`src/rtl/reg_bank_rd.sv`:
```
// rtl/reg_bank_rd.sv - flop register bank with a 2-entry return FIFO on the read path
module reg_bank_rd #(
  parameter int WIDTH = 32,
  parameter int DEPTH = 8,
  localparam int AW = $clog2(DEPTH)
) (
  input  logic             clk,
  input  logic             rst,
  input  logic             wr_en,
  input  logic [AW-1:0]    wr_addr,
  input  logic [WIDTH-1:0] wr_data,
  input  logic             rd_req,
  input  logic [AW-1:0]    rd_addr,
  output logic             rd_gnt,
  output logic             rd_valid,
  output logic [WIDTH-1:0] rd_data,
  input  logic             rd_ready
);

  logic [WIDTH-1:0] regs [DEPTH];
  logic [WIDTH-1:0] fifo [2];
  logic             head;
  logic             tail;
  logic [1:0]       count;
  logic             push;
  logic             pop;
  logic [WIDTH-1:0] push_word;

  assign rd_gnt   = (count != 2'd2);
  assign rd_valid = (count != 2'd0);
  assign rd_data  = fifo[head];

  assign push = rd_req && rd_gnt;
  assign pop  = rd_valid && rd_ready;

  // Write-first: a same-cycle write to the requested register is what gets returned.
  assign push_word = (wr_en && (wr_addr == rd_addr)) ? wr_data : regs[rd_addr];

  always_ff @(posedge clk or posedge rst) begin
    if (rst) begin
      for (int i = 0; i < DEPTH; i++) begin
        regs[i] <= '0;
      end
    end else if (wr_en) begin
      regs[wr_addr] <= wr_data;
    end
  end

  always_ff @(posedge clk or posedge rst) begin
    if (rst) begin
      fifo[0] <= '0;
      fifo[1] <= '0;
      head    <= 1'b0;
      tail    <= 1'b0;
      count   <= 2'd0;
    end else begin
      if (push) begin
        fifo[tail] <= push_word;
        tail       <= ~tail;
      end
      if (pop) begin
        head <= ~head;
      end
      case ({push, pop})
        2'b10:   count <= count + 2'd1;
        2'b01:   count <= count - 2'd1;
        default: count <= count;
      endcase
    end
  end

endmodule

```
`config.mk`:
```
export PLATFORM = sky130hd
export DESIGN_NAME = reg_bank_rd
export DESIGN_NICKNAME = d
export VERILOG_FILES = /design/src/rtl/reg_bank_rd.sv
export SDC_FILE = /design/constraint.sdc
export NUM_CORES = 1
export LEC_CHECK = 0
export ABC_AREA = 1
export BUFFER_PORTS_ARGS = -buffer_cell sky130_fd_sc_hd__buf_2
export CAP_MARGIN = 20
export CORE_MARGIN = 4
export CORE_UTILIZATION = 55
export DETAILED_ROUTE_END_ITERATION = 10
export PLACE_DENSITY = 0.79
export SYNTH_ARGS = -nofsm -noshare
export SYNTH_HDL_FRONTEND = slang
export SYNTH_SLANG_ARGS = --single-unit
```
`constraint.sdc`:
```
create_clock -name clk -period 11.6 [get_ports clk]
set_clock_uncertainty 0.2 [all_clocks]
set_input_delay 1.74 -clock clk [delete_from_list [all_inputs] [get_ports clk]]
set_output_delay 1.74 -clock clk [all_outputs]
set_load 0.02 [all_outputs]
```
; ---- Word-level counts from Yosys, hierarchy flattened
; Cells that the tools add are included.
[totals]
register_bits = 324
inputBits = 43
out_inout_bits = 34
wordCells = 52
[classes]
add_sub_neg = 2
n_lt_le_gt_ge = 6
eq_ne = 4
mux = 14
n_bitwise = 6
reduce_logical = 7
[op_table]
columns = operator, n
row1 = $bwmux 256, 1
row2 = $mux 32, 8
row3 = $bmux 32 s3, 1
row4 = $demux 32 s3, 1
row5 = $bwmux 64, 1
row6 = $demux 32 s1, 1
row7 = $ge 4x4->1 const B, 2
row8 = $not 3->4, 2
row9 = $logic_and 1x1->1, 5
row10 = $ge 2x2->1 const B, 2
row11 = $lt 4x1->1 const B, 1
row12 = $not 1->2, 2
row13 = $pmux 2 s2, 1
row14 = $reduce_bool 2->1, 2
row15 = $eq 3x3->1, 1
row16 = $add 2x1->2 const B, 1
row17 = $eq 2x1->1 const B, 1
row18 = $eq 2x2->1 const B, 1
row19 = $lt 2x1->1 const B, 1
row20 = $ne 2x2->1 const B, 1
row21 = $not 1->1, 2
row22 = $sub 2x1->2 const B, 1

; ---- Depth between registers and ports, before layout
; Gate-level depths: netlist of run 1.
[logic_depth]
ltp_word = 6
mapped_depth = 12
mapped_depth_nobuf = 10

; ---- Least setup slack after synthesis of run 1
; No wires, ideal clock.
[synth_timing]
path_type = reg-to-output
from = reg head
to = out rd_data[10]
arrival_time_ns = 1.081
required_ns = 9.660
setup_slack_ns = 8.579
path_stages_with_launch = 6
n_path_buf = 2
cell_sequence = dfrtp_1 clkbuf_1 clkinv_1 clkbuf_1 nand2_1 nand2_1
[synth_between]
elab_chain_cells = 4
[synth_rtl]
columns = item, line
row1 = start: declaration, 22  ; logic head;
row2 = start signal: assignment, 62  ; head <= ~head;
row3 = $not 1->2 (not written as such), 31  ; assign rd_data = fifo[head];
row4 = $mux 32 (not written as such) (3 in series), 31
row5 = end: declaration, 16  ; output logic [WIDTH-1:0] rd_data,
; No other way between the ends. The select of a mux whose other input is x is not followed.

; ---- Final worst setup path of run 1
[layout_timing]
from = reg head
to = out rd_data[17]
; The elaborated chain is that of the path after synthesis.

==> metrics.yaml, run 1 <==
outcome: "finished, final reports clean"
ir_drop_mv: 0.112
h-tree-depth: 2
fmax_mhz: 217
cp_max_fo: 33
rsz0062_at_grt: "false"
whs_path_depth: 2
portBuffers: 76
grt_pass1_wl_mm: 66.7
fillers: 2396
cts_tree: "yes"
syn_to_final_growth_pct: 10.9
place_ws_ns: 6.99
holdCritPathClass: "flip-flop to flip-flop"
crit_chain: "buf_4 > clkinv_1 > nand2_1 > nand2_1 > buf_2"
synth_top_area_cell: "dfrtp_1"
layout_commonest_cell: "nand2_1"
ctsResizeCount: 0
fin_ws_ns: 6.99
min_period_ns: 4.61
track_usage: 0.262
place_hpwl_mm: 22.3
r2r-start: "count[0]"
setup_tns_ns: 0
synth_top_area_frac: 0.522
antenna_found_initial: 1
p_comb_frac: 0.254
fp.dieH_um: 176
swShare: 0.334
drive_gt1_frac: 0.0816
min_to: "fifo[30]"
critical_path_required_ns: 9.66
root_buffer: "clkbuf_16"
cts.sinks: 324
pwr_density_cell_nw_per_um2: 207
pwr-share-clk: 0.312
die-area_um2: 31000
final_hold_viol_count: 0
clk_pin_slew_worst_paths_ns: 0.06
final_cell_mix: "nand2_1 (942), dfrtp_1 (324), o21ai_0 (246)"
p_seq_frac: 0.434
synthesis.nets: 2146
p_switching_w: 0.00119
min_period_over_period: 0.397
avgRoutedWirePerCell_um: 15.8
cp_slowest_cell: "clkinv_1"
core_um2: 27800
cp-end-kind: "output pin"
seq_area_um2: 8110
drcViolationCount: 0
p_leak_nw: 9.31
synth_warnings: 0
r2r_end: "fifo[0]"
multi_input_area_um2: 5960
drv_cap: 0
wl_mm: 39.6
r2r_cells: 7
vias: 13561
start_kind: "flip-flop"
synth_cell_type_count: 25
dr.pass1.iters: 6
mappedNetlistArea_um2: 15500
max-slew-margin-rel: 0.269
viasPerCell: 5.40
ant_nets: 0
avgSynthCellArea_um2: 7.38
power.internal_w: 0.00238
synth_area_leaders: "dfrtp_1 (52%), nand2_1 (23%), o21ai_0 (7.9%)"
layout.nets: 2155
netlist_instances: 2102
cp_num_buf_inv: 3
clock_latency_ns: 0.51
gp_congestion: 0.816
cp_top_family: "buffers and inverters"
r2r_slack_ns: 8.84
min_from: "fifo[30]"
grt_pass1_vias: 13046
cp.arrival_ns: 2.67
numCtsBuffers: 34
num_rows: 61
cts_hold_buf: 0
cpPeakStageDelay_ns: 0.91
seq_area_frac_synth: 0.522
critPathMostFrequentCell: "nand2_1"
worst_pin_slew_ns: 1.10
overflow: 0
n_antenna_cell: 0
drv_slew: 0
path_class: "flip-flop to output pin"
fp.dieW_um: 176
first_iter_violations: 1377
ioPinCount: 77
synth_seq_cells: 324
ctsLongestPathBuffers: 3
start_util: 0.559
cts_post_setup_buffers_inserted: 0
setup_viol: 0
grt_max_degree: 152
logic make-up (layout without fill, tap and decap cells):
family,after synthesis,count (layout),share of synthesized area
buf+inv,363,393,0.0940
compound gates,258,258,0.0832
fa+ha+maj,1,1,0.000806
simple gates,1153,1153,0.298
xor+xnor,3,3,0.00169
flops,324,324,0.522
worst max path at each step:
stage	depth (start not counted)	from	slack, ns	to
after detailed placement	11	rd_addr[0]	6.99	fifo[37]
after floorplan	1	rst	0.69	count[0]
after global placement	11	rd_addr[0]	7.03	fifo[47]
final	5	head	6.99	rd_data[17]
after global routing	5	head	6.81	rd_data[17]
after CTS	5	head	6.96	rd_data[17]
flip-flops by register name, indices dropped and copies added (netlist names):
name   cells
head       1
fifo      64
regs     256
count      2
tail       1
metal layers:
| layer | part of all wire | track usage | vias up |
|---|---|---|---|
| li1 | - | - | 6476 |
| met5 | 0.00033 | 0 | - |
| met3 | 0.092 | 0.0486 | 85 |
| met1 | 0.42 | 0.370 | 6374 |
| met2 | 0.46 | 0.417 | 624 |
| met4 | 0.023 | 0.0806 | 2 |
worst reg2reg max path: stages, from the launching register on:
cell     delay, ns
dfrtp_1       0.40
inv_2         0.05
nand2_1       0.08
nand2_2       0.11
nor2_4        0.68
inv_1         0.78
nand2_1       0.25
nand2_1       0.08
power groups by stage:
stage | clock, W | combinational [W] | sequential, W
4_1_cts | 0.00113 | 0.000908 | 0.00154
6_report | 0.00111 | 0.000907 | 0.00155
3_3_place_gp | 0 | 0.000876 | 0.00155
5_1_grt | 0.00118 | 0.00104 | 0.00158
3_5_place_dp | 0 | 0.000899 | 0.00156
2_1_floorplan | 0 | 0.000671 | 0.00153
metrics by stage:
stage                util  power, W  hold slack, ns  instances  area, um^2
global route        0.619   0.00380           0.294       2510       17200
detailed placement  0.575   0.00246           0.265       2450       16000
finish              0.619   0.00357           0.276       2510       17200
floorplan               -   0.00220           0.249       2102       15500
CTS                 0.616   0.00358           0.281       2507       17100
global placement    0.575   0.00243           0.262       2450       16000
cell type report:
class                           instances  share of cell area
Sequential cell                       324               0.471
Clock buffer                           46              0.0604
Clock inverter                         11             0.00684
Inverter                              241              0.0534
Timing Repair Buffer                   95              0.0340
Tap cell                              378              0.0275
Multi-Input combinational cell       1415               0.347
Yosys cell counts, drive strengths merged:
| master | instances |
|---|---|
| a21oi | 1 |
| buf | 63 |
| clkbuf | 59 |
| clkinv | 2 |
| dfrtp | 324 |
| ha | 1 |
| inv | 239 |
| nand2 | 950 |
| nand3 | 193 |
| nor2 | 9 |
| nor3 | 1 |
| o21ai | 257 |
| xnor2 | 1 |
| xor2 | 2 |
Note: power is estimated with default switching activity, not from simulation.
==> inputs of run 2 (changes only) <==
--- a/config.mk
+++ b/config.mk
@@ -11,7 +11,7 @@
 export CORE_MARGIN = 4
 export CORE_UTILIZATION = 55
 export DETAILED_ROUTE_END_ITERATION = 10
-export PLACE_DENSITY = 0.79
+export PLACE_DENSITY = 0.82
 export SYNTH_ARGS = -nofsm -noshare
 export SYNTH_HDL_FRONTEND = slang
 export SYNTH_SLANG_ARGS = --single-unit
==> constraint.sdc (replaced) <==
create_clock -name clk -period 4.2 [get_ports clk]
set_clock_uncertainty 0.2 [all_clocks]
set_input_delay 0.63 -clock clk [delete_from_list [all_inputs] [get_ports clk]]
set_output_delay 0.63 -clock clk [all_outputs]
set_load 0.02 [all_outputs]
==> run 2 against run 1 <==
Against the previous run:
- the flow now finishes with violations (negative hold slack)
- die area stayed put
- count of clock-buffer cells in the layout is 8 higher
- cell count is 0.44% higher
- first-iteration DRC count is 13% higher
- sequential cell count stayed put
- sequential share of layout area is 0.29 points lower
- sequential power grew to 2.8 times the previous value
- total power grew to 2.8 times the previous value
- register-to-register slack worse by 6.8 ns
- worst setup slack worse by 5.8 ns
- highest routed layer unchanged
==> metrics.yaml, run 2 (synthesized netlist as in run 1, its figures left out) <==
clk_pin_slew_worst_paths_ns: 0.06  # about the same
vias: 13775  # +1.6%
fillers: 2364  # -1.3%
ctsLongestPathBuffers: 3  # unchanged
h-tree-depth: 2  # unchanged
cts_hold_buf: 0  # unchanged
num_rows: 61  # unchanged
first_iter_violations: 1556  # +13%
pwr_density_cell_nw_per_um2: 578  # +180%
final_cell_mix: "nand2_1 (942), dfrtp_1 (324), o21ai_0 (246)"
ant_nets: 0  # unchanged
drcViolationCount: 0  # unchanged
crit_chain: "clkinv_1 > buf_4 > nand2_1 > nand2_1 > buf_2"
stdcell_count: 2521  # +0.44%
root_buffer: "clkbuf_16"
layout.nets: 2163  # +0.37%
cp_max_fo: 18  # -45%
grt_pass1_vias: 13379  # +2.6%
syn_to_final_growth_pct: 11.5
outcome: "finished, violations left"
antenna_found_initial: 1  # unchanged
grt_max_degree: 129  # -15%
critical_path_required_ns: 3.37  # -6.29 ns
n_antenna_cell: 0  # unchanged
cp_num_buf_inv: 3  # unchanged
numCtsBuffers: 34  # unchanged
largest_reg_flops: 256  # unchanged
max-slew-margin-rel: 0.315  # +0.0465
worst_pin_slew_ns: 1.02  # -0.0733 ns
avgRoutedWirePerCell_um: 16.7  # +5.5%
fp.dieH_um: 176  # unchanged
p_leak_nw: 9.36  # +0.54%
min_period_over_period: 0.705
drv_cap: 0  # unchanged
path_class: "flip-flop to output pin"
min_period_ns: 2.96
cpPeakStageDelay_ns: 0.46  # -0.45 ns
start_util: 0.559  # unchanged
viasPerCell: 5.46  # +1.1%
clock_latency_ns: 0.51  # about the same
cp_top_family: "buffers and inverters"
place_hpwl_mm: 24.3  # +8.9%
seq_area_um2: 8110  # unchanged
grt_pass1_wl_mm: 69.6  # +4.4%
place_ws_ns: 1.10  # -5.90 ns
cp_slowest_cell: "clkinv_1"
final_hold_viol_count: 21  # +21
reg.largest.list: "regs (256), fifo (64), count (2)"
place_area_um2: 16100  # +1.0%
portBuffers: 76  # unchanged
drive_gt1_frac: 0.0831  # +0.00145
whs_ns: -0.0130  # -0.289 ns
multi_input_area_um2: 5960  # unchanged
cts_post_setup_buffers_inserted: 0  # unchanged
setup_tns_ns: 0  # unchanged
rsz0062_at_grt: "false"
dr.pass1.iters: 6  # unchanged
overflow: 0  # unchanged
fmax_mhz: 338
cts_tree: "yes"
holdCritPathClass: "primary input to async pin"
finish.instance_area_um2: 17300  # +0.62%
layout_commonest_cell: "nand2_1"
violations: "negative hold slack"
ir_drop_mv: 0.244  # +120%
ctsResizeCount: 0  # unchanged
drv_slew: 0  # unchanged
cp-end-kind: "output pin"
setup_viol: 0  # unchanged
track_usage: 0.277  # +0.0152
cp.arrival_ns: 2.13  # -0.54 ns
final_core_util: 0.623  # +0.00383
cts.sinks: 324  # unchanged
dpl.cell_count: 2460  # +0.41%
die-area_um2: 31000  # unchanged
critPathMostFrequentCell: "nand2_1"
ioPinCount: 77  # unchanged
top_register: "regs"
wl_mm: 42.0  # +6.0%
gp_congestion: 0.820  # +0.54%
core_um2: 27800  # unchanged
fp.dieW_um: 176  # unchanged
fin_ws_ns: 1.24  # -5.75 ns
start_kind: "flip-flop"
-- run 2: worst reg2reg max path, delay by kind of cell, from the launching register on --
family / cells / cell delay [ns]
buffers and inverters: 4 / 0.97
flip-flops: 1 / 0.42
AND/OR/NAND/NOR: 5 / 0.49
-- run 2: cell type report --
class / instances / share of cell area
well taps: 378 / 0.0273
flip-flops and latches: 324 / 0.468
inverters: 241 / 0.0528
repair buffers: 103 / 0.0400
clock inverters: 6 / 0.00463
clock buffers: 54 / 0.0624
multi-input cells: 1415 / 0.344
-- run 2: layer usage --
metal,vias up,GRT usage,routed length (um),share of wire
li1,6494,-,-,-
met4,2,0.0858,1040,0.025
met3,86,0.0634,4470,0.11
met2,702,0.433,19000,0.45
met5,-,0,13,0.00031
met1,6491,0.391,17400,0.41
-- run 2: path summary, 6_finish.rpt --
check                       startpoint  slack [ns]           to  cells past startpoint
setup / recovery                  head        1.24  rd_data[18]                      5
hold / removal                     rst       -0.01     fifo[58]                      2
setup reg to reg              count[0]        2.02      fifo[2]                      9
hold reg to reg               fifo[55]        0.28     fifo[55]                      2
max in group asynchronous          rst        2.77     regs[97]                      4
min in group clk           wr_data[23]        0.17     regs[23]                      3
-- run 2: per-stage QoR --
stage                     total power, W  hold WS [ns]
final                             0.0100       -0.0130
after CTS                         0.0100         0.147
after global placement           0.00677         0.263
after detailed placement         0.00689         0.265
after floorplan                  0.00608         0.249
after global routing              0.0106        0.0270
-- run 2: power by group --
group	internal (W)	total, W	switching, W
Combinational	0.000843	0.00262	0.00178
Sequential	0.00389	0.00428	0.000396
Clock	0.00188	0.00310	0.00122
==> inputs of run 3 (changes only) <==
==> constraint.sdc (replaced) <==
create_clock -name clk -period 2.7 [get_ports clk]
set_clock_uncertainty 0.2 [all_clocks]
set_input_delay 0.405 -clock clk [delete_from_list [all_inputs] [get_ports clk]]
set_output_delay 0.405 -clock clk [all_outputs]
set_load 0.02 [all_outputs]
==> run 3 against run 2 <==
Against the previous run:
- the run now ends clean
- largest power group unchanged
- core utilization rose by 1.5 points
- total power rose by 57%
- via count grew 0.48%
- cell count increased by 1.2%
- highest routed layer unchanged
- largest cell class unchanged
- critical endpoint is now rd_data[14]
- worst setup slack lost 0.98 ns
- first-iteration DRC count rose by 7.2%
==> metrics.yaml, run 3 (synthesized netlist as in run 1, its figures left out) <==
outcome: "finished, final reports clean"
cts_hold_buf: 29  # +29
swShare: 0.338  # -0.000671
largest_reg_flops: 256  # unchanged
avgRoutedWirePerCell_um: 16.4  # -1.6%
drv_slew: 0  # unchanged
p_comb_frac: 0.265  # +0.003
ctsLongestPathBuffers: 3  # unchanged
rsz0062_at_grt: "false"
fp.dieH_um: 176  # unchanged
drv_cap: 0  # unchanged
p_seq_frac: 0.425  # -0.003
cts_tree: "yes"
core_um2: 27800  # unchanged
grt_pass1_wl_mm: 69.1  # -0.79%
dpl.cell_count: 2467  # +0.28%
h-tree-depth: 2  # unchanged
fp.dieW_um: 176  # unchanged
numCtsBuffers: 34  # unchanged
dr.pass1.iters: 6  # unchanged
max-slew-margin-rel: 0.381  # +0.0657
worst_pin_slew_ns: 0.929  # -0.0949 ns
min_from: "wr_data[8]"
syn_to_final_growth_pct: 14.2
portBuffers: 76  # unchanged
pwr_density_cell_nw_per_um2: 883  # +53%
path_class: "flip-flop to output pin"
total_power_w: 0.0157  # +57%
r2r_slack_ns: 0.86  # -1.16 ns
die-area_um2: 31000  # unchanged
reg.largest.list: "regs (256), fifo (64), count (2)"
antenna_found_initial: 4  # +3
grt_max_degree: 109  # -16%
viasPerCell: 5.42  # -0.74%
cts_post_setup_buffers_inserted: 0  # unchanged
track_usage: 0.275  # -0.00223
final_cell_mix: "nand2_1 (942), dfrtp_1 (324), o21ai_0 (246)"
ioPinCount: 77  # unchanged
final_hold_viol_count: 0  # -100%
p_leak_nw: 9.55  # +2.0%
ant_nets: 0  # unchanged
cp-end-kind: "output pin"
stdcell_count: 2552  # +1.2%
fmax_mhz: 409
n_antenna_cell: 0  # unchanged
ctsResizeCount: 0  # unchanged
min_period_ns: 2.44
start_kind: "flip-flop"
place_hpwl_mm: 24.3  # -0.27%
drive_gt1_frac: 0.0846  # +0.00158
grt_pass1_vias: 13414  # +0.26%
overflow: 0  # unchanged
power.internal_w: 0.0104  # +57%
gp_congestion: 0.823  # +0.30%
r2r-start: "count[0]"
root_buffer: "clkbuf_16"
r2r_end: "fifo[55]"
cts.sinks: 324  # unchanged
drcViolationCount: 0  # unchanged
layout.nets: 2198  # +1.6%
top_register: "regs"
ir_drop_mv: 0.423  # +73%
num_rows: 61  # unchanged
holdCritPathClass: "primary input to flip-flop"
pwr-share-clk: 0.310  # about the same
cp.arrival_ns: 1.84  # -0.29 ns
whs_ns: 0.0115  # +0.0245 ns
min_period_over_period: 0.905
first_iter_violations: 1668  # +7.2%
whs_path_depth: 3
setup_tns_ns: 0  # unchanged
layout_commonest_cell: "nand2_1"
vias: 13841  # +0.48%
critical_path_required_ns: 2.10  # -1.27 ns
min_to: "regs[8]"
clk_pin_slew_worst_paths_ns: 0.06  # about the same
p_switching_w: 0.00530  # +56%
wl_mm: 41.8  # -0.34%
clock_latency_ns: 0.51  # about the same
start_util: 0.559  # unchanged
r2r_cells: 7  # -2
setup_viol: 0  # unchanged
cp_max_fo: 33  # +15
## run 3: changes by cell type in the layout (fill, tap and decap cells not counted)
| cell | change |
|---|---|
| buf_4 | -1 |
| buf_12 | +8 |
| buf_16 | -1 |
| clkbuf_16 | -2 |
| clkbuf_1 | -4 |
| clkinv_8 | +1 |
| dlygate4sd3_1 | +29 |
| inv_6 | +1 |
| clkbuf_8 | +2 |
| clkinv_2 | -3 |
| bufinv_16 | +1 |
## run 3: worst max-delay path by stage
| stage | startpoint | to | slack (ns) |
|---|---|---|---|
| final | head | rd_data[14] | 0.26 |
| after global routing | head | rd_data[13] | 0.19 |
| after CTS | head | rd_data[17] | 0.27 |
| after detailed placement | rd_addr[1] | fifo[10] | 0.33 |
| after global placement | rd_addr[1] | fifo[9] | 0.39 |
| after floorplan | rst | count[0] | -2.23 |
## run 3: power groups by stage
stage          clock, W  combinational [W]  sequential (W)
2_1_floorplan         0            0.00288         0.00657
3_3_place_gp          0            0.00394         0.00665
3_5_place_dp          0            0.00408         0.00671
4_1_cts         0.00488            0.00415         0.00664
5_1_grt         0.00508            0.00472         0.00678
6_report        0.00485            0.00416         0.00666
## run 3: worst max-delay path, cell delays in order (launching register included)
cell	delay, ns
dfrtp_1	0.38
clkinv_1	0.04
buf_4	0.39
nand2_1	0.10
nand2_1	0.19
buf_2	0.21
## run 3: per-layer routing
layer / track usage / up-vias / routed length, um
met5: 0 / - / 46
met3: 0.0542 / 102 / 4160
met4: 0.0955 / 8 / 1100
met2: 0.428 / 610 / 19300
li1: - / 6544 / -
met1: 0.390 / 6577 / 17200
## run 3: through the flow
stage	util	setup slack, ns	instance area, um^2
after detailed placement	0.586	0.332	16300
after global routing	0.638	0.186	17700
after floorplan	-	-2.23	15500
after CTS	0.638	0.273	17700
after global placement	0.586	0.389	16300
final	0.638	0.255	17700
## run 3: cell type report
cell class	count	area, um^2
Sequential cell	324	8110
Multi-Input combinational cell	1415	5960
Tap cell	378	473
Timing Repair Buffer	138	1110
Inverter	241	915
Clock inverter	6	120
Fill cell	2362	10100
Clock buffer	50	1040
